`src/rtl/ifm_pkg.sv`:
```
// ifm_pkg: shared definitions for the IFM tile feeder.
//   state_e     - feeder FSM states
//   RD_LATENCY  - cycles from an SRAM read strobe to the matching set_ifm
package ifm_pkg;

  typedef enum logic [1:0] {
    S_IDLE   = 2'd0,
    S_RUN    = 2'd1,
    S_DRAIN  = 2'd2,
    S_FINISH = 2'd3
  } state_e;

  localparam int unsigned RD_LATENCY = 2;

endpackage

```
`src/rtl/ifm_addr_gen.sv`:
```
// ifm_addr_gen: raster-order address generator for one IFM tile.
//   clk_i, rst_i : clock, asynchronous active-high reset
//   load_i       : capture base_i / w_i / h_i and restart at pixel (0,0)
//   base_i       : address of pixel (0,0)
//   w_i, h_i     : tile columns / rows
//   adv_i        : current pixel read issued, step to the next one
//   addr_o       : address of the current pixel (wraps mod 2^ADDR_WIDTH)
//   last_o       : current pixel is (h-1, w-1)
module ifm_addr_gen #(
  parameter int unsigned ADDR_WIDTH = 16,
  parameter int unsigned DIM_WIDTH  = 8
) (
  input  logic                  clk_i,
  input  logic                  rst_i,
  input  logic                  load_i,
  input  logic [ADDR_WIDTH-1:0] base_i,
  input  logic [DIM_WIDTH-1:0]  w_i,
  input  logic [DIM_WIDTH-1:0]  h_i,
  input  logic                  adv_i,
  output logic [ADDR_WIDTH-1:0] addr_o,
  output logic                  last_o
);

  localparam logic [DIM_WIDTH-1:0] ONE = DIM_WIDTH'(1);

  logic [ADDR_WIDTH-1:0] addr_q, addr_d;
  logic [DIM_WIDTH-1:0]  col_q, col_d, row_q, row_d, w_q, w_d, h_q, h_d;
  logic                  col_end;

  assign col_end = (col_q == w_q - ONE);

  always_comb begin
    addr_d = addr_q;
    col_d  = col_q;
    row_d  = row_q;
    w_d    = w_q;
    h_d    = h_q;
    if (load_i) begin
      addr_d = base_i;
      col_d  = '0;
      row_d  = '0;
      w_d    = w_i;
      h_d    = h_i;
    end else if (adv_i) begin
      // Row-major tile in contiguous SRAM: a plain +1 covers row changes too.
      addr_d = addr_q + ADDR_WIDTH'(1);
      if (col_end) begin
        col_d = '0;
        row_d = row_q + ONE;
      end else begin
        col_d = col_q + ONE;
      end
    end
  end

  always_ff @(posedge clk_i or posedge rst_i) begin
    if (rst_i) begin
      addr_q <= '0;
      col_q  <= '0;
      row_q  <= '0;
      w_q    <= '0;
      h_q    <= '0;
    end else begin
      addr_q <= addr_d;
      col_q  <= col_d;
      row_q  <= row_d;
      w_q    <= w_d;
      h_q    <= h_d;
    end
  end

  assign addr_o = addr_q;
  assign last_o = col_end && (row_q == h_q - ONE);

endmodule

```
`src/rtl/ifm_feeder.sv`:
```
// ifm_feeder: streams one IFM tile from SRAM into the IFM buffer registers.
//   clk, rst                : clock, asynchronous active-high reset
//   start                   : tile request, accepted only in IDLE
//   base_addr, tile_w/tile_h: tile geometry, captured on accepted start
//   stall                   : holds off issuing new reads
//   mem_rd_en, mem_addr     : SRAM read strobe / address
//   mem_rd_data             : SRAM data, valid one cycle after mem_rd_en
//   set_ifm, ifm_data       : buffer load strobe / pixel (data holds otherwise)
//   ifm_last                : with set_ifm on the final pixel of the tile
//   busy, done              : busy outside IDLE; one-cycle completion pulse
module ifm_feeder
  import ifm_pkg::*;
#(
  parameter int unsigned DATA_WIDTH = 8,
  parameter int unsigned ADDR_WIDTH = 16,
  parameter int unsigned DIM_WIDTH  = 8
) (
  input  logic                  clk,
  input  logic                  rst,
  input  logic                  start,
  input  logic [ADDR_WIDTH-1:0] base_addr,
  input  logic [DIM_WIDTH-1:0]  tile_w,
  input  logic [DIM_WIDTH-1:0]  tile_h,
  input  logic                  stall,
  output logic                  mem_rd_en,
  output logic [ADDR_WIDTH-1:0] mem_addr,
  input  logic [DATA_WIDTH-1:0] mem_rd_data,
  output logic                  set_ifm,
  output logic [DATA_WIDTH-1:0] ifm_data,
  output logic                  ifm_last,
  output logic                  busy,
  output logic                  done
);

  state_e                state_q, state_d;
  logic                  zero_tile, load, rd_en, last_px;
  // Bit k marks a read issued k+1 cycles ago; the MSB is the set_ifm stage.
  logic [RD_LATENCY-1:0] vld_q, vld_d, lst_q, lst_d;
  logic [DATA_WIDTH-1:0] ifm_data_q, ifm_data_d;
  logic                  done_q, done_d;

  assign zero_tile = (tile_w == '0) || (tile_h == '0);
  assign load      = (state_q == S_IDLE) && start && !zero_tile;
  assign rd_en     = (state_q == S_RUN) && !stall;

  ifm_addr_gen #(
    .ADDR_WIDTH (ADDR_WIDTH),
    .DIM_WIDTH  (DIM_WIDTH)
  ) u_addr_gen (
    .clk_i  (clk),
    .rst_i  (rst),
    .load_i (load),
    .base_i (base_addr),
    .w_i    (tile_w),
    .h_i    (tile_h),
    .adv_i  (rd_en),
    .addr_o (mem_addr),
    .last_o (last_px)
  );

  always_comb begin
    state_d = state_q;
    case (state_q)
      S_IDLE:   if (start) state_d = zero_tile ? S_FINISH : S_RUN;
      S_RUN:    if (rd_en && last_px) state_d = S_DRAIN;
      // Leave once the final read sits in the data-capture stage: FINISH then
      // coincides with its set_ifm and the registered done follows it.
      S_DRAIN:  if (lst_q[RD_LATENCY-2]) state_d = S_FINISH;
      S_FINISH: state_d = S_IDLE;
      default:  state_d = S_IDLE;
    endcase
  end

  always_comb begin
    vld_d      = {vld_q[RD_LATENCY-2:0], rd_en};
    lst_d      = {lst_q[RD_LATENCY-2:0], rd_en && last_px};
    // SRAM data is valid one cycle after the strobe; register it as it lands.
    ifm_data_d = vld_q[RD_LATENCY-2] ? mem_rd_data : ifm_data_q;
    done_d     = (state_q == S_FINISH);
  end

  always_ff @(posedge clk or posedge rst) begin
    if (rst) begin
      state_q    <= S_IDLE;
      vld_q      <= '0;
      lst_q      <= '0;
      ifm_data_q <= '0;
      done_q     <= 1'b0;
    end else begin
      state_q    <= state_d;
      vld_q      <= vld_d;
      lst_q      <= lst_d;
      ifm_data_q <= ifm_data_d;
      done_q     <= done_d;
    end
  end

  assign mem_rd_en = rd_en;
  assign set_ifm   = vld_q[RD_LATENCY-1];
  assign ifm_last  = lst_q[RD_LATENCY-1];
  assign ifm_data  = ifm_data_q;
  assign busy      = (state_q != S_IDLE);
  assign done      = done_q;

endmodule

```
`config.mk`:
```
export PLATFORM = sky130hd
export DESIGN_NAME = ifm_feeder
export DESIGN_NICKNAME = d
export VERILOG_FILES = /design/src/rtl/ifm_pkg.sv /design/src/rtl/ifm_addr_gen.sv /design/src/rtl/ifm_feeder.sv
export SDC_FILE = /design/constraint.sdc
export NUM_CORES = 1
export LEC_CHECK = 0
export BUFFER_PORTS_ARGS = -buffer_cell sky130_fd_sc_hd__buf_4
export CORE_MARGIN = 2
export CORE_UTILIZATION = 55
export CTS_CLUSTER_DIAMETER = 100
export DETAILED_ROUTE_END_ITERATION = 16
export PLACE_DENSITY = 0.82
export SLEW_MARGIN = 25
export SYNTH_ARGS = -nofsm -noshare
export SYNTH_HDL_FRONTEND = slang
export SYNTH_HIERARCHICAL = 1
export SYNTH_SLANG_ARGS = --single-unit
```
`constraint.sdc`:
```
create_clock -name clk -period 9.3 [get_ports clk]
set_input_delay 0.465 -clock clk [delete_from_list [all_inputs] [get_ports clk]]
set_output_delay 0.465 -clock clk [all_outputs]
set_load 0.005 [all_outputs]
```
After elaboration in Yosys (flattened, before gate mapping):

Cells that the tools add are included.

* bits of input ports: 44
* logic and storage cells: 52
* flip-flop bits (word level): 63
* output and inout port bits: 29

* equality and inequality tests: 8
* reduce and logical (&&, ||, !) cells: 16
* $add $sub $neg: 5
* multiplexer cells: 13

Operators with widths (number)
* 8-bit 2-to-1 mux: 6
* 16-bit 2-to-1 mux: 2
* 16-bit by 1-bit adder with 16-bit output (second input constant): 1
* 8-bit by 1-bit adder with 8-bit output (second input constant): 2
* 8-bit equality test: 2
* 8-bit zero test: 2
* 8-bit by 1-bit subtractor with 8-bit output (second input constant): 2
* 2-bit 2-to-1 mux: 4
* 2-bit one-hot mux with 4 select lines: 1
* 2-bit != test (second input constant): 3
* 2-bit nonzero test: 3
* 1-bit logical AND: 5
* 2-bit equality test (second input constant): 2
* 3-bit AND reduction: 1
* 2-bit by 1-bit equality test with 1-bit output (second input constant): 1
* 1-bit zero test: 2
* 2-bit zero test: 1
* 2-bit AND reduction: 1
* 1-bit logical OR: 1

Longest topological paths before layout:

* depth in word-level cells: 6
* depth in mapped cells: 13

By module:

The synthesis kept the hierarchy.

By module, submodules not included
* ifm_addr_gen: instances 1, cells each 307, area each 2790.2 µm², sequential area each 1201.2 µm²
* ifm_feeder: instances 1, cells each 52, area each 661.9 µm², sequential area each 375.4 µm²

Worst setup path before layout:

No wires, ideal clock.

* kind: register to register
* start point: register u_addr_gen.w_q[0]
* end point: register state_q[1]
* path slack: 6.137 ns
* library setup time: 0.082 ns
* arrival: 3.081 ns
* buffers on the path: 2
* cell stages (with the launch flop): 14
* period minus slack after synthesis: 3.163 ns
* cells stage by stage: dfrtp_1 inv_1 ha_1 or3b_4 nor4_2 o2111ai_1 a311o_1 buf_2 buf_4 a211oi_1 nand2b_4 a222oi_1 o21ai_1 o22ai_1

* cells in the longest elaborated chain, start to end: 6

RTL lines
* start, declared: RTL line ifm_addr_gen.sv:27 `logic [DIM_WIDTH-1:0] col_q, col_d, row_q, row_d, w_q, w_d, h_q, h_d;`
* start signal, assigned: RTL line ifm_addr_gen.sv:67 `w_q <= w_d;`
* 8-bit by 1-bit subtractor with 8-bit output: RTL line ifm_addr_gen.sv:30 `assign col_end = (col_q == w_q - ONE);`
* 8-bit equality test: RTL line ifm_addr_gen.sv:30
* 1-bit logical AND: RTL line ifm_addr_gen.sv:73 `assign last_o = col_end && (row_q == h_q - ONE);`
* net last_px: RTL line ifm_feeder.sv:36 `logic zero_tile, load, rd_en, last_px;`
* 1-bit logical AND: RTL line ifm_feeder.sv:65 `S_RUN: if (rd_en && last_px) state_d = S_DRAIN;`
* 2-bit != test (no source line)
* 3-bit AND reduction (no source line)
* end signal, assigned: RTL line ifm_feeder.sv:90 `state_q <= state_d;`
* end, declared: RTL line ifm_feeder.sv:35 `state_e state_q, state_d;`

The timed path passes the listed nets, and every way through them passes these cells.
A chain may end at the register's enable or synchronous reset.

Worst setup path after layout:

Same ends and word-level chain as after synthesis.

==> results.txt <==
Postcts setup bufs: 0
Crit Path Class: reg2reg
CP peak stage delay: 0.60 ns
Yosys reg bits: 63
CTS tree: yes
Synth Area in Simple Gates: 0.203
Routed WL: 7570 um
Chip width: 83.2 um
DPL Wire Length: 5330 um
Total nets after synthesis: 413
Via/cell ratio: 5.64
Fin cells: 507
CTS H-tree lvls: 3
# IOs: 73
Global-route wire length before repair: 12900 um
Deepest clock path buffer count: 2
Initial core utilization: 0.576
Crit path buf inv count: 1
Post-synthesis xor/xnor area fraction: 0.0812
Peak supply drop: 0.227 mV
Power Total: 1.30 mW
Fraction of the mapped netlist area in adder cells: 0.0362
Clock Tree Root: clkbuf_8
Crit-path cells: inv_1 -> ha_1 -> or3b_4 -> nor4_2 -> o2111ai_1 -> a311o_1 -> a211oi_1 -> nand2b_4 -> a222oi_1 -> o21ai_1 -> o22ai_1
Critical path depth: 11
Tmin final: 3.47 ns
Compound-Gate Fraction of Synth Area: 0.116
Quantity of gates resized following cts: 0
RSZ-0062 raised after global routing: no
Critical path launch point type: flop
Clock skew: 0.00610 ns
Slew Limit Fails: 0
CP arrival: 3.72 ns
Largest family of logic cells by synthesized area: simple AND/OR/NAND/NOR gates
Critical path peak fanout: 25
Nets: 481
Core Region: 0.00599 mm2
Mapped Area: 0.00345 mm2
Final setup viols: 0
Final hold vios: 0
Total GRT Usage: 0.225
Fmax: 288 MHz
Asr flop ratio synth: 1.00
Cell count after synthesis: 359
Clk_lat worst skew: 0.33 ns
Syn. warnings: 6
CTS Sinks: 63
Synth-to-Final Area Change: 23.7%
Dpl cell area: 0.00403 mm2
Hold WC Path Type: in2async
Setup TNS: 0 ns
Sequential area share after synthesis: 0.457
Placed insts: 491
Remaining antenna violation count: 0
Finished layout cell area: 0.00427 mm2
# port buffers: 72
Worst path required time: 9.55 ns
Worst slew pin tran: 0.835 ns
R2R depth: 11
Setup WS post-layout: 5.83 ns
Delay-heaviest family, CP: compound AO/OA/AOI/OAI gates
Num CTS Buffers: 9
Hold Buf Count CTS: 0
Slowest CP cell: a311o_1
Ys flop type: dfrtp_1
Mux contribution to synthesized area: 0.0681
GR Overflow Total: 0
Yosys cell types: 49
Number of global-route vias before repair: 2759
DR pass1 iterations: 4
Pwr dens: 304 mW/mm2
# diodes: 0
RD Place Congestion: 0.839
Number of flops mapped to enable cells by yosys: 0
Run status: finished, final reports clean
Via count: 2862
Share of layout cells above drive strength 1: 0.269
Clk slew on worst S/H paths: 0.07 ns
Drt initial violations: 351
Drt wl/cell: 14.9 um
Leakage power: 1.85 nW
Die area: 0.00693 mm2
DR DRC count: 0
Pin count of the biggest net entering global routing: 77
Final period util: 0.373
Nature of the critical path endpoint: flop
Initial antenna violation count: 0
Slew HR: 0.443
Max Cap Viol: 0
Mean post-synth cell area: 9.62 um2
Die height: 83.2 um
FP Rows: 28
Place WS: 5.85 ns
layout by cell type (no fill, tap or decap), types with 2 or more instances in the layout:
master and n:
buf_4 73, dfrtp_1 63, nand2_1 40, o21ai_0 39, mux2_2 20, xnor2_1 19, inv_1 17, nand3_1 17
xor2_1 13, nor2_1 12, ha_1 10, clkbuf_8 9, nor3_1 9, a21oi_1 9, nor4_1 7, nand4_1 7
nand2b_1 7, or3_1 7, and3_1 6, a31oi_1 5, bufinv_16 3, clkinv_2 3, nand3b_1 3, a21o_1 2
a2111oi_0 2, o211ai_1 2, nor2b_1 2, nor4b_1 2
per-stage QoR:
step / util / hold slack (ns)
2_1_floorplan: - / 0.352
3_3_place_gp: 0.673 / 0.367
3_5_place_dp: 0.673 / 0.368
4_1_cts: 0.713 / 0.212
5_1_grt: 0.713 / 0.245
6_report: 0.713 / 0.206
registers in the layout, indices dropped and copies added (netlist names):
register / cells
u_addr_gen/h_q: 8
state_q: 2
u_addr_gen/addr_o: 16
u_addr_gen/col_q: 8
done: 1
vld_q: 2
u_addr_gen/w_q: 8
u_addr_gen/row_q: 8
lst_q: 2
ifm_data: 8
where the power goes:
part           total [mW]  switching, mW  internal, mW  leakage [nW]
combinational       0.498          0.232         0.266         0.955
sequential          0.515          0.132         0.382         0.778
clock               0.286          0.108         0.178         0.120
total                1.30          0.472         0.826          1.85
logic make-up (layout without fill, tap and decap cells):
kind of cell,Yosys count,after routing
and+or+nand+nor,130,130
AOI/OAI and AO/OA,69,69
DFF,63,63
buffers and inverters,34,107
xor gates and xnor gates,32,32
muxes,21,21
adders and majority gates,10,10
synthesized netlist by cell type, types with 2 or more instances:
master	n	area share
dfrtp_1	63	0.46
nand2_1	40	0.043
o21ai_0	39	0.057
mux2_2	20	0.065
xnor2_1	19	0.048
inv_1	18	0.020
nand3_1	17	0.025
xor2_1	13	0.033
nor2_1	12	0.013
clkbuf_1	11	0.012
ha_1	10	0.036
nor3_1	10	0.014
a21oi_1	9	0.013
nand2b_1	7	0.013
nand4_1	7	0.013
nor4_1	7	0.013
or3_1	7	0.013
and3_1	6	0.011
a31oi_1	5	0.0091
buf_1	3	0.0033
nand3b_1	3	0.0065
a2111oi_0	2	0.0051
a21o_1	2	0.0043
nor2b_1	2	0.0036
nor4b_1	2	0.0051
o211ai_1	2	0.0043
final cells by class:
type                       instances  area [um2]
clock buffer                      10         128
fill                             453        1720
tap                               75        93.8
inverter                          18        68.8
clock inverter                     6         109
sequential                        63        1580
multi-input combinational        262        1750
timing repair buffer              73         548
worst reg2reg max path, cell delays in order, from the launching register on:
cell,delay (ns)
dfrtp_1,0.44
inv_1,0.10
ha_1,0.19
or3b_4,0.41
nor4_2,0.15
o2111ai_1,0.12
a311o_1,0.60
a211oi_1,0.52
nand2b_4,0.06
a222oi_1,0.51
o21ai_1,0.14
o22ai_1,0.15
final timing paths:
| kind | slack, ns | start | to |
|---|---|---|---|
| setup reg to reg | 5.83 | u_addr_gen/w_q[0] | state_q[1] |
| min in group clk | 0.34 | base_addr[1] | u_addr_gen/addr_o[1] |
| hold reg to reg | 0.38 | lst_q[0] | lst_q[1] |
| hold / removal | 0.21 | rst | ifm_data[5] |
| max in group asynchronous | 8.52 | rst | u_addr_gen/addr_o[7] |
| setup / recovery | 5.83 | u_addr_gen/w_q[0] | state_q[1] |
metal layers:
| layer | vias to the layer above | share of wire | track usage |
|---|---|---|---|
| met5 | - | 0 | 0 |
| li1 | 1397 | - | - |
| met2 | 82 | 0.48 | 0.341 |
| met4 | 0 | 0.017 | 0.0715 |
| met1 | 1370 | 0.45 | 0.315 |
| met3 | 13 | 0.049 | 0.0636 |
Note: power is estimated with default switching activity, not from simulation.
